<file path="config.mk">
export PLATFORM = sky130hd
export DESIGN_NAME = mulpop_sched_flat
export DESIGN_NICKNAME = d
export VERILOG_FILES = /design/src/rtl/mulpop_pkg.sv /design/src/rtl/mulpop_sched_if.sv /design/src/rtl/mulpop_rr_pick.sv /design/src/rtl/mulpop_sched.sv /design/src/flat_wrapper.sv
export SDC_FILE = /design/constraint.sdc
export NUM_CORES = 1
export LEC_CHECK = 0
export CAP_MARGIN = 20
export CORE_AREA = 5 5 135 137
export CTS_CLUSTER_DIAMETER = 80
export DETAILED_ROUTE_END_ITERATION = 10
export DIE_AREA = 0 0 140 142
export HOLD_SLACK_MARGIN = 0.06
export PLACE_DENSITY = 0.76
export SYNTH_ARGS = -nofsm -noshare
export SYNTH_HDL_FRONTEND = slang
export SYNTH_HIERARCHICAL = 1
export SYNTH_SLANG_ARGS = --single-unit
</file>
<file path="constraint.sdc">
create_clock -name clk -period 3.8 [get_ports clk]
set_clock_uncertainty 0.05 [all_clocks]
set_input_delay 0.57 -clock clk [delete_from_list [all_inputs] [get_ports clk]]
set_output_delay 0.57 -clock clk [all_outputs]
set_load 0.005 [all_outputs]
</file>
<file path="src/rtl/mulpop_pkg.sv">
// Shared types and widths for the multiply/popcount scheduler.
package mulpop_pkg;

    typedef enum logic [1:0] {
        IDLE  = 2'd0,
        ISSUE = 2'd1,
        WAIT  = 2'd2,
        RESP  = 2'd3
    } state_t;

    localparam int A_W    = 24;
    localparam int W_W    = 32;
    localparam int ONES_W = 6;
    localparam int CNT_W  = 16;

endpackage

</file>
<file path="src/rtl/mulpop_sched_if.sv">
// Requester and engine signal bundle for mulpop_sched; slave is the scheduler side.
interface mulpop_sched_if
    import mulpop_pkg::*;
#(
    parameter int N_REQ = 4
);
    logic [N_REQ-1:0]     req;
    logic [N_REQ*A_W-1:0] req_a1;
    logic [N_REQ*A_W-1:0] req_a2;
    logic [N_REQ-1:0]     grant;
    logic [N_REQ-1:0]     rsp_valid;
    logic [W_W-1:0]       rsp_w;
    logic [ONES_W-1:0]    rsp_ones;
    logic                 rsp_ovf;
    logic                 rsp_err;

    logic                 eng_start;
    logic [A_W-1:0]       eng_a1;
    logic [A_W-1:0]       eng_a2;
    logic                 eng_done;
    logic [W_W-1:0]       eng_w;
    logic [ONES_W-1:0]    eng_ones;
    logic                 eng_ovf;

    modport slave (
        input  req, req_a1, req_a2, eng_done, eng_w, eng_ones, eng_ovf,
        output grant, rsp_valid, rsp_w, rsp_ones, rsp_ovf, rsp_err,
               eng_start, eng_a1, eng_a2
    );

    modport master (
        output req, req_a1, req_a2, eng_done, eng_w, eng_ones, eng_ovf,
        input  grant, rsp_valid, rsp_w, rsp_ones, rsp_ovf, rsp_err,
               eng_start, eng_a1, eng_a2
    );
endinterface

</file>
<file path="src/rtl/mulpop_rr_pick.sv">
// Combinational round-robin picker: first set request at or after ptr, wrapping.
module mulpop_rr_pick #(
    parameter int N_REQ = 4,
    parameter int IDX_W = $clog2(N_REQ)
) (
    input  logic [N_REQ-1:0] req,
    input  logic [IDX_W-1:0] ptr,
    output logic [N_REQ-1:0] gnt,
    output logic [IDX_W-1:0] idx,
    output logic             any
);

    always_comb begin
        int j;
        j   = 0;
        gnt = '0;
        idx = '0;
        any = 1'b0;
        for (int k = 0; k < N_REQ; k++) begin
            j = int'(ptr) + k;
            if (j >= N_REQ) j = j - N_REQ;
            if (!any && req[j]) begin
                any    = 1'b1;
                idx    = IDX_W'(j);
                gnt[j] = 1'b1;
            end
        end
    end

endmodule

</file>
<file path="src/rtl/mulpop_sched.sv">
// Round-robin scheduler sharing one multicycle multiply+popcount engine among N_REQ requesters.
// Define MULPOP_TIMEOUT_EN to abort an operation whose engine stays silent for TIMEOUT cycles.
module mulpop_sched
    import mulpop_pkg::*;
#(
    parameter int N_REQ   = 4,
    parameter int IDX_W   = $clog2(N_REQ),
    parameter int TIMEOUT = 1023
) (
    input  logic                clk,
    input  logic                n_reset,
    mulpop_sched_if.slave       bus,
    output logic                busy,
    output logic [CNT_W-1:0]    op_count
);

    state_t             state, state_nxt;
    logic [IDX_W-1:0]   ptr;
    logic [IDX_W-1:0]   idx;
    logic [N_REQ-1:0]   pick_gnt;
    logic [IDX_W-1:0]   pick_idx;
    logic               pick_any;
    logic               done_hit;
    logic               to_hit;

    mulpop_rr_pick #(
        .N_REQ (N_REQ),
        .IDX_W (IDX_W)
    ) u_pick (
        .req (bus.req),
        .ptr (ptr),
        .gnt (pick_gnt),
        .idx (pick_idx),
        .any (pick_any)
    );

    assign done_hit = (state == WAIT) && bus.eng_done;

`ifdef MULPOP_TIMEOUT_EN
    localparam int TO_W = $clog2(TIMEOUT + 1);
    logic [TO_W-1:0] wait_cnt;

    // Counts completed WAIT cycles; the abort fires on the TIMEOUT-th silent one.
    always_ff @(posedge clk or negedge n_reset) begin
        if (!n_reset)            wait_cnt <= '0;
        else if (state != WAIT)  wait_cnt <= '0;
        else                     wait_cnt <= wait_cnt + 1'b1;
    end

    assign to_hit = (state == WAIT) && !bus.eng_done && (wait_cnt == TO_W'(TIMEOUT - 1));
`else
    assign to_hit = 1'b0;
`endif

    always_comb begin
        state_nxt     = state;
        bus.grant     = '0;
        bus.eng_start = 1'b0;
        bus.rsp_valid = '0;
        case (state)
            IDLE: begin
                bus.grant = pick_gnt;
                if (pick_any) state_nxt = ISSUE;
            end
            ISSUE: begin
                bus.eng_start = 1'b1;
                state_nxt     = WAIT;
            end
            WAIT: begin
                if (done_hit || to_hit) state_nxt = RESP;
            end
            RESP: begin
                bus.rsp_valid = N_REQ'(1) << idx;
                state_nxt     = IDLE;
            end
            default: state_nxt = IDLE;
        endcase
    end

    assign busy = (state != IDLE);

    always_ff @(posedge clk or negedge n_reset) begin
        if (!n_reset) begin
            state        <= IDLE;
            ptr          <= '0;
            idx          <= '0;
            op_count     <= '0;
            bus.eng_a1   <= '0;
            bus.eng_a2   <= '0;
            bus.rsp_w    <= '0;
            bus.rsp_ones <= '0;
            bus.rsp_ovf  <= 1'b0;
            bus.rsp_err  <= 1'b0;
        end else begin
            state <= state_nxt;
            if (state == IDLE && pick_any) begin
                idx        <= pick_idx;
                bus.eng_a1 <= bus.req_a1[int'(pick_idx)*A_W +: A_W];
                bus.eng_a2 <= bus.req_a2[int'(pick_idx)*A_W +: A_W];
            end
            if (done_hit) begin
                bus.rsp_w    <= bus.eng_w;
                bus.rsp_ones <= bus.eng_ones;
                bus.rsp_ovf  <= bus.eng_ovf;
                bus.rsp_err  <= 1'b0;
            end else if (to_hit) begin
                bus.rsp_w    <= '0;
                bus.rsp_ones <= '0;
                bus.rsp_ovf  <= 1'b0;
                bus.rsp_err  <= 1'b1;
            end
            // Completion bookkeeping: the winner drops to lowest priority next round.
            if (state == RESP) begin
                op_count <= op_count + 1'b1;
                ptr      <= (idx == IDX_W'(N_REQ - 1)) ? '0 : idx + 1'b1;
            end
        end
    end

endmodule

</file>
<file path="src/flat_wrapper.sv">
// flat-port wrapper written by rule: the top's interface ports become plain ports
module mulpop_sched_flat import mulpop_pkg::*;
#(
    parameter int N_REQ   = 4,
    parameter int IDX_W   = $clog2(N_REQ),
    parameter int TIMEOUT = 1023
)
  (clk, n_reset, busy, op_count, bus_req, bus_req_a1, bus_req_a2, bus_eng_done, bus_eng_w, bus_eng_ones, bus_eng_ovf, bus_grant, bus_rsp_valid, bus_rsp_w, bus_rsp_ones, bus_rsp_ovf, bus_rsp_err, bus_eng_start, bus_eng_a1, bus_eng_a2);
  mulpop_sched_if #(.N_REQ(N_REQ)) bus_i ();
  input  logic clk;
  input  logic n_reset;
  output logic busy;
  output logic [CNT_W-1:0] op_count;
  input wire logic [$bits(bus_i.req)-1:0] bus_req;
  input wire logic [$bits(bus_i.req_a1)-1:0] bus_req_a1;
  input wire logic [$bits(bus_i.req_a2)-1:0] bus_req_a2;
  input wire logic [$bits(bus_i.eng_done)-1:0] bus_eng_done;
  input wire logic [$bits(bus_i.eng_w)-1:0] bus_eng_w;
  input wire logic [$bits(bus_i.eng_ones)-1:0] bus_eng_ones;
  input wire logic [$bits(bus_i.eng_ovf)-1:0] bus_eng_ovf;
  output wire logic [$bits(bus_i.grant)-1:0] bus_grant;
  output wire logic [$bits(bus_i.rsp_valid)-1:0] bus_rsp_valid;
  output wire logic [$bits(bus_i.rsp_w)-1:0] bus_rsp_w;
  output wire logic [$bits(bus_i.rsp_ones)-1:0] bus_rsp_ones;
  output wire logic [$bits(bus_i.rsp_ovf)-1:0] bus_rsp_ovf;
  output wire logic [$bits(bus_i.rsp_err)-1:0] bus_rsp_err;
  output wire logic [$bits(bus_i.eng_start)-1:0] bus_eng_start;
  output wire logic [$bits(bus_i.eng_a1)-1:0] bus_eng_a1;
  output wire logic [$bits(bus_i.eng_a2)-1:0] bus_eng_a2;
  assign bus_i.req = bus_req;
  assign bus_i.req_a1 = bus_req_a1;
  assign bus_i.req_a2 = bus_req_a2;
  assign bus_i.eng_done = bus_eng_done;
  assign bus_i.eng_w = bus_eng_w;
  assign bus_i.eng_ones = bus_eng_ones;
  assign bus_i.eng_ovf = bus_eng_ovf;
  assign bus_grant = bus_i.grant;
  assign bus_rsp_valid = bus_i.rsp_valid;
  assign bus_rsp_w = bus_i.rsp_w;
  assign bus_rsp_ones = bus_i.rsp_ones;
  assign bus_rsp_ovf = bus_i.rsp_ovf;
  assign bus_rsp_err = bus_i.rsp_err;
  assign bus_eng_start = bus_i.eng_start;
  assign bus_eng_a1 = bus_i.eng_a1;
  assign bus_eng_a2 = bus_i.eng_a2;
  mulpop_sched #(.N_REQ(N_REQ), .IDX_W(IDX_W), .TIMEOUT(TIMEOUT)) u_core (.clk(clk), .n_reset(n_reset), .bus(bus_i), .busy(busy), .op_count(op_count));
endmodule
</file>
==> results_tabular.tex <==
\begin{tabular}{lr}
\hline
Metric & Value \\
\hline
\multicolumn{2}{l}{\textbf{Outcome}} \\
\quad Outcome & finished, final reports clean \\
\multicolumn{2}{l}{\textbf{Route}} \\
\quad 1st-iter DRT viols & 154 \\
\quad Post-route DRC & 0 \\
\quad Ratio of routed vias to standard cells & 4.99 \\
\quad Wire length after detailed routing & 20000 µm \\
\quad Antenna violation net count after detailed routing & 0 \\
\quad Iteration count of the initial detailed-routing pass & 4 \\
\quad Total via count after detailed routing & 4840 \\
\quad Wire length per cell & 20.6 µm \\
\multicolumn{2}{l}{\textbf{Logic synthesis}} \\
\quad Cell type with the highest aggregate area in the netlist & dfrtp\_1 \\
\quad Gate Count Post-Synth & 390 \\
\quad Top cell types by occurrence after synthesis & dfrtp\_1, mux2\_2, mux4\_2, ha\_1, inv\_1 \\
\quad Top FF cell, synth & dfrtp\_1 \\
\quad Cell variety after synth & 37 \\
\quad Syn\_nets & 645 \\
\quad FF+latch count, synth & 109 \\
\quad Sequential fraction of the synthesis area & 0.460 \\
\quad Cell with the most instances after synthesis & dfrtp\_1 \\
\quad Leading post-synthesis cells by cell area & dfrtp\_1, mux4\_2, mux2\_2 \\
\quad Number of enable flip-flop cells after synthesis & 0 \\
\quad Fraction of synthesis flops using an asynchronous set or reset pin & 1.00 \\
\quad Synth warnings & 6 \\
\quad Share of the synthesized area in the top cell type & 0.460 \\
\quad Mean Syn Cell Area & 15.2 µm² \\
\quad Post-synthesis instance area & 5930 µm² \\
\multicolumn{2}{l}{\textbf{Setup path}} \\
\quad Peak per-stage delay on the critical path & 0.63 ns \\
\quad Worst path arrival time & 2.99 ns \\
\quad Crit Path Class & in -> out \\
\quad Cell seen most often among critical-path stages & clkdlybuf4s50\_1 \\
\quad List of cells traversed by the critical path & clkdlybuf4s50\_1 -> mux4\_2 -> nor4b\_4 -> a22oi\_1 -> o21ai\_0 -> and2\_1 -> clkdlybuf4s50\_1 \\
\quad Required time reported for the critical path endpoint & 3.18 ns \\
\quad Critical-path top delay cell & mux4\_2 \\
\quad Kind of capture point of the worst setup path & output pin \\
\quad Element type at the critical path start & input pin \\
\quad Max Fanout on Critical Path & 10 \\
\multicolumn{2}{l}{\textbf{Timing}} \\
\quad Share of the clock period used by the worst path & 0.950 \\
\quad Aggregate negative setup slack & 0 ns \\
\quad Max-slew headroom & 0.585 \\
\quad Tightest Pin Transition & 0.618 ns \\
\quad Shortest period the worst path allows & 3.61 ns \\
\quad Number of setup violations in the final report & 0 \\
\quad Number of max-slew violations in the final report & 0 \\
\quad Fmax & 277 MHz \\
\quad Final count of hold timing violations & 0 \\
\quad RSZ-0062 raised after global routing & false \\
\multicolumn{2}{l}{\textbf{Floorplan}} \\
\quad I/O pin count & 352 \\
\quad Die width & 140 µm \\
\quad Core ar. & 16900 µm² \\
\quad Y dimension of the die & 142 µm \\
\quad Die area & 19900 µm² \\
\quad Starting density of the core & 0.350 \\
\quad Standard-cell rows & 48 \\
\multicolumn{2}{l}{\textbf{Clock network}} \\
\quad Clock edge transition at the registers on the reported setup and hold paths & 0.08 ns \\
\quad Level count of the clock H-tree & 3 \\
\quad TritonCTS sink count & 109 \\
\quad Source-to-sink clock delay at the later pin of the worst-skew pair & 0.34 ns \\
\quad Root cell of the clock tree & clkbuf\_16 \\
\quad Resize count post-CTS & 0 \\
\quad TritonCTS clock tree & built \\
\quad Maximum buffer depth of the clock tree & 2 \\
\quad Number of buffers added by the clock tree synthesis step & 9 \\
\quad Post-CTS Setup Repair Bufs & 0 \\
\quad Hold-fix buffers, CTS & 0 \\
\multicolumn{2}{l}{\textbf{Global route}} \\
\quad Met3 global-route usage & 0.0514 \\
\quad Met1 capacity usage during global routing & 0.227 \\
\quad GR peak layer & met2 \\
\quad Overall routing resource usage & 0.195 \\
\quad Vias in the first global route & 5487 \\
\quad Met2 Track Usage GR & 0.354 \\
\quad Antenna violations before repair & 1 \\
\quad Pin count of the biggest net entering global routing & 85 \\
\quad Global-route wire length before repair & 30500 µm \\
\quad Aggregate global routing overflow & 0 \\
\multicolumn{2}{l}{\textbf{Layout}} \\
\quad Share of layout cells above drive strength 1 & 0.242 \\
\quad Final standard cell area without fillers & 10000 µm² \\
\quad Nets@finish & 994 \\
\quad Area growth from synthesis to layout & 69.0\% \\
\quad Number of inserted filler cells in the final layout & 1349 \\
\multicolumn{2}{l}{\textbf{Flow run}} \\
\quad Count of max-cap constraint violations & 0 \\
\multicolumn{2}{l}{\textbf{Pwr}} \\
\quad Standby leakage power & 4.01 nW \\
\quad Power density normalized to cell area & 796 nW/µm² \\
\quad VDD IR-drop max & 500 µV \\
\quad Power consumption & 7.97 mW \\
\multicolumn{2}{l}{\textbf{Place}} \\
\quad I/O Buffers & 350 \\
\quad Cell area after placement & 9700 µm² \\
\quad Post-DP HPWL & 16100 µm \\
\quad Final GP Congestion & 0.874 \\
\multicolumn{2}{l}{\textbf{Min path}} \\
\quad Tightest Hold Check Type & in -> async \\
\hline
\end{tabular}
critical path, delay by kind of cell:
kind | cells | cell delay, ns
buf+inv | 2 | 0.97
mux | 1 | 0.63
simple gates | 2 | 0.58
compound gates | 2 | 0.23
cells by family after synthesis:
| kind of cell | count (synthesis) | synth area share |
|---|---|---|
| other | 1 | 0.000632 |
| adders and majority gates | 17 | 0.0359 |
| DFF | 109 | 0.460 |
| xor gates and xnor gates | 15 | 0.0222 |
| buffers and inverters | 37 | 0.0348 |
| and+or+nand+nor | 43 | 0.0411 |
| muxes | 148 | 0.382 |
| AOI/OAI and AO/OA | 20 | 0.0238 |
flip-flops by register name, indices dropped and copies added, names as in the netlist:
register,flops
u_core/bus.rsp_w,32
u_core/op_count,16
u_core/bus.rsp_ovf,1
u_core/bus.eng_a2,24
u_core/bus.rsp_ones,6
u_core/state,2
u_core/bus.eng_a1,24
u_core/idx,2
u_core/ptr,2
cell usage in the layout, fill, tap and decap left out, types with 8 or more instances in the layout:
| cell | netlist | final |
|---|---|---|
| nand2_1 | 9 | 8 |
| xnor2_1 | 9 | 9 |
| and2_1 | 8 | 8 |
| buf_4 | 1 | 10 |
| a22oi_1 | 8 | 8 |
| inv_1 | 12 | 12 |
| ha_1 | 17 | 17 |
| mux4_2 | 49 | 49 |
| nor2_1 | 8 | 8 |
| clkdlybuf4s50_1 | 0 | 349 |
| mux2_2 | 95 | 95 |
| clkbuf_16 | 0 | 9 |
| dfrtp_1 | 109 | 109 |
path summary, 6_finish.rpt:
check	start	end	slack (ns)	cells past startpoint
max	bus_req[2]	bus_grant[0]	0.19	7
min	n_reset	u_core/op_count[15]$_DFFE_PN0P_	0.07	1
max reg2reg	u_core/ptr[1]$_DFFE_PN0P_	u_core/bus.eng_a2[11]$_DFFE_PN0P_	0.59	9
min reg2reg	u_core/op_count[6]$_DFFE_PN0P_	u_core/op_count[6]$_DFFE_PN0P_	0.45	1
max in group asynchronous	n_reset	u_core/bus.eng_a1[13]$_DFFE_PN0P_	2.75	3
min in group clk	u_core/op_count[6]$_DFFE_PN0P_	u_core/op_count[6]$_DFFE_PN0P_	0.45	1
layer usage:
metal	wire, µm	share of wire	vias up
li1	-	-	2173
met1	7510	0.38	2394
met2	10500	0.52	241
met3	1520	0.076	32
met4	468	0.023	0
met5	0	0	-
cell type report:
| cell class | count | area (µm²) | area share |
|---|---|---|---|
| Sequential cell | 109 | 2730 | 0.272 |
| Clock buffer | 9 | 225 | 0.0225 |
| Timing Repair Buffer | 363 | 3660 | 0.365 |
| Multi-Input combinational cell | 244 | 3010 | 0.301 |
| Clock inverter | 7 | 67.6 | 0.00674 |
| Antenna cell | 1 | 2.50 | 0.000250 |
| Tap cell | 225 | 282 | 0.0281 |
| Inverter | 12 | 45.0 | 0.00450 |
through the flow:
stage / instances / hold slack (ns) / util / setup WS [ns]
2_1_floorplan: 390 / 0.224 / - / 0.584
3_3_place_gp: 952 / 0.423 / 0.572 / 0.293
3_5_place_dp: 952 / 0.441 / 0.572 / 0.199
4_1_cts: 968 / 0.414 / 0.590 / 0.213
5_1_grt: 970 / 0.0706 / 0.592 / 0.0999
6_report: 970 / 0.0652 / 0.592 / 0.190
power by group:
group	internal (mW)	switching, mW	total, mW
Sequential	1.73	0.321	2.05
Combinational	3.12	1.88	5.00
Clock	0.462	0.467	0.929
Total	5.31	2.67	7.97
Note: power is estimated with default switching activity, not from simulation.
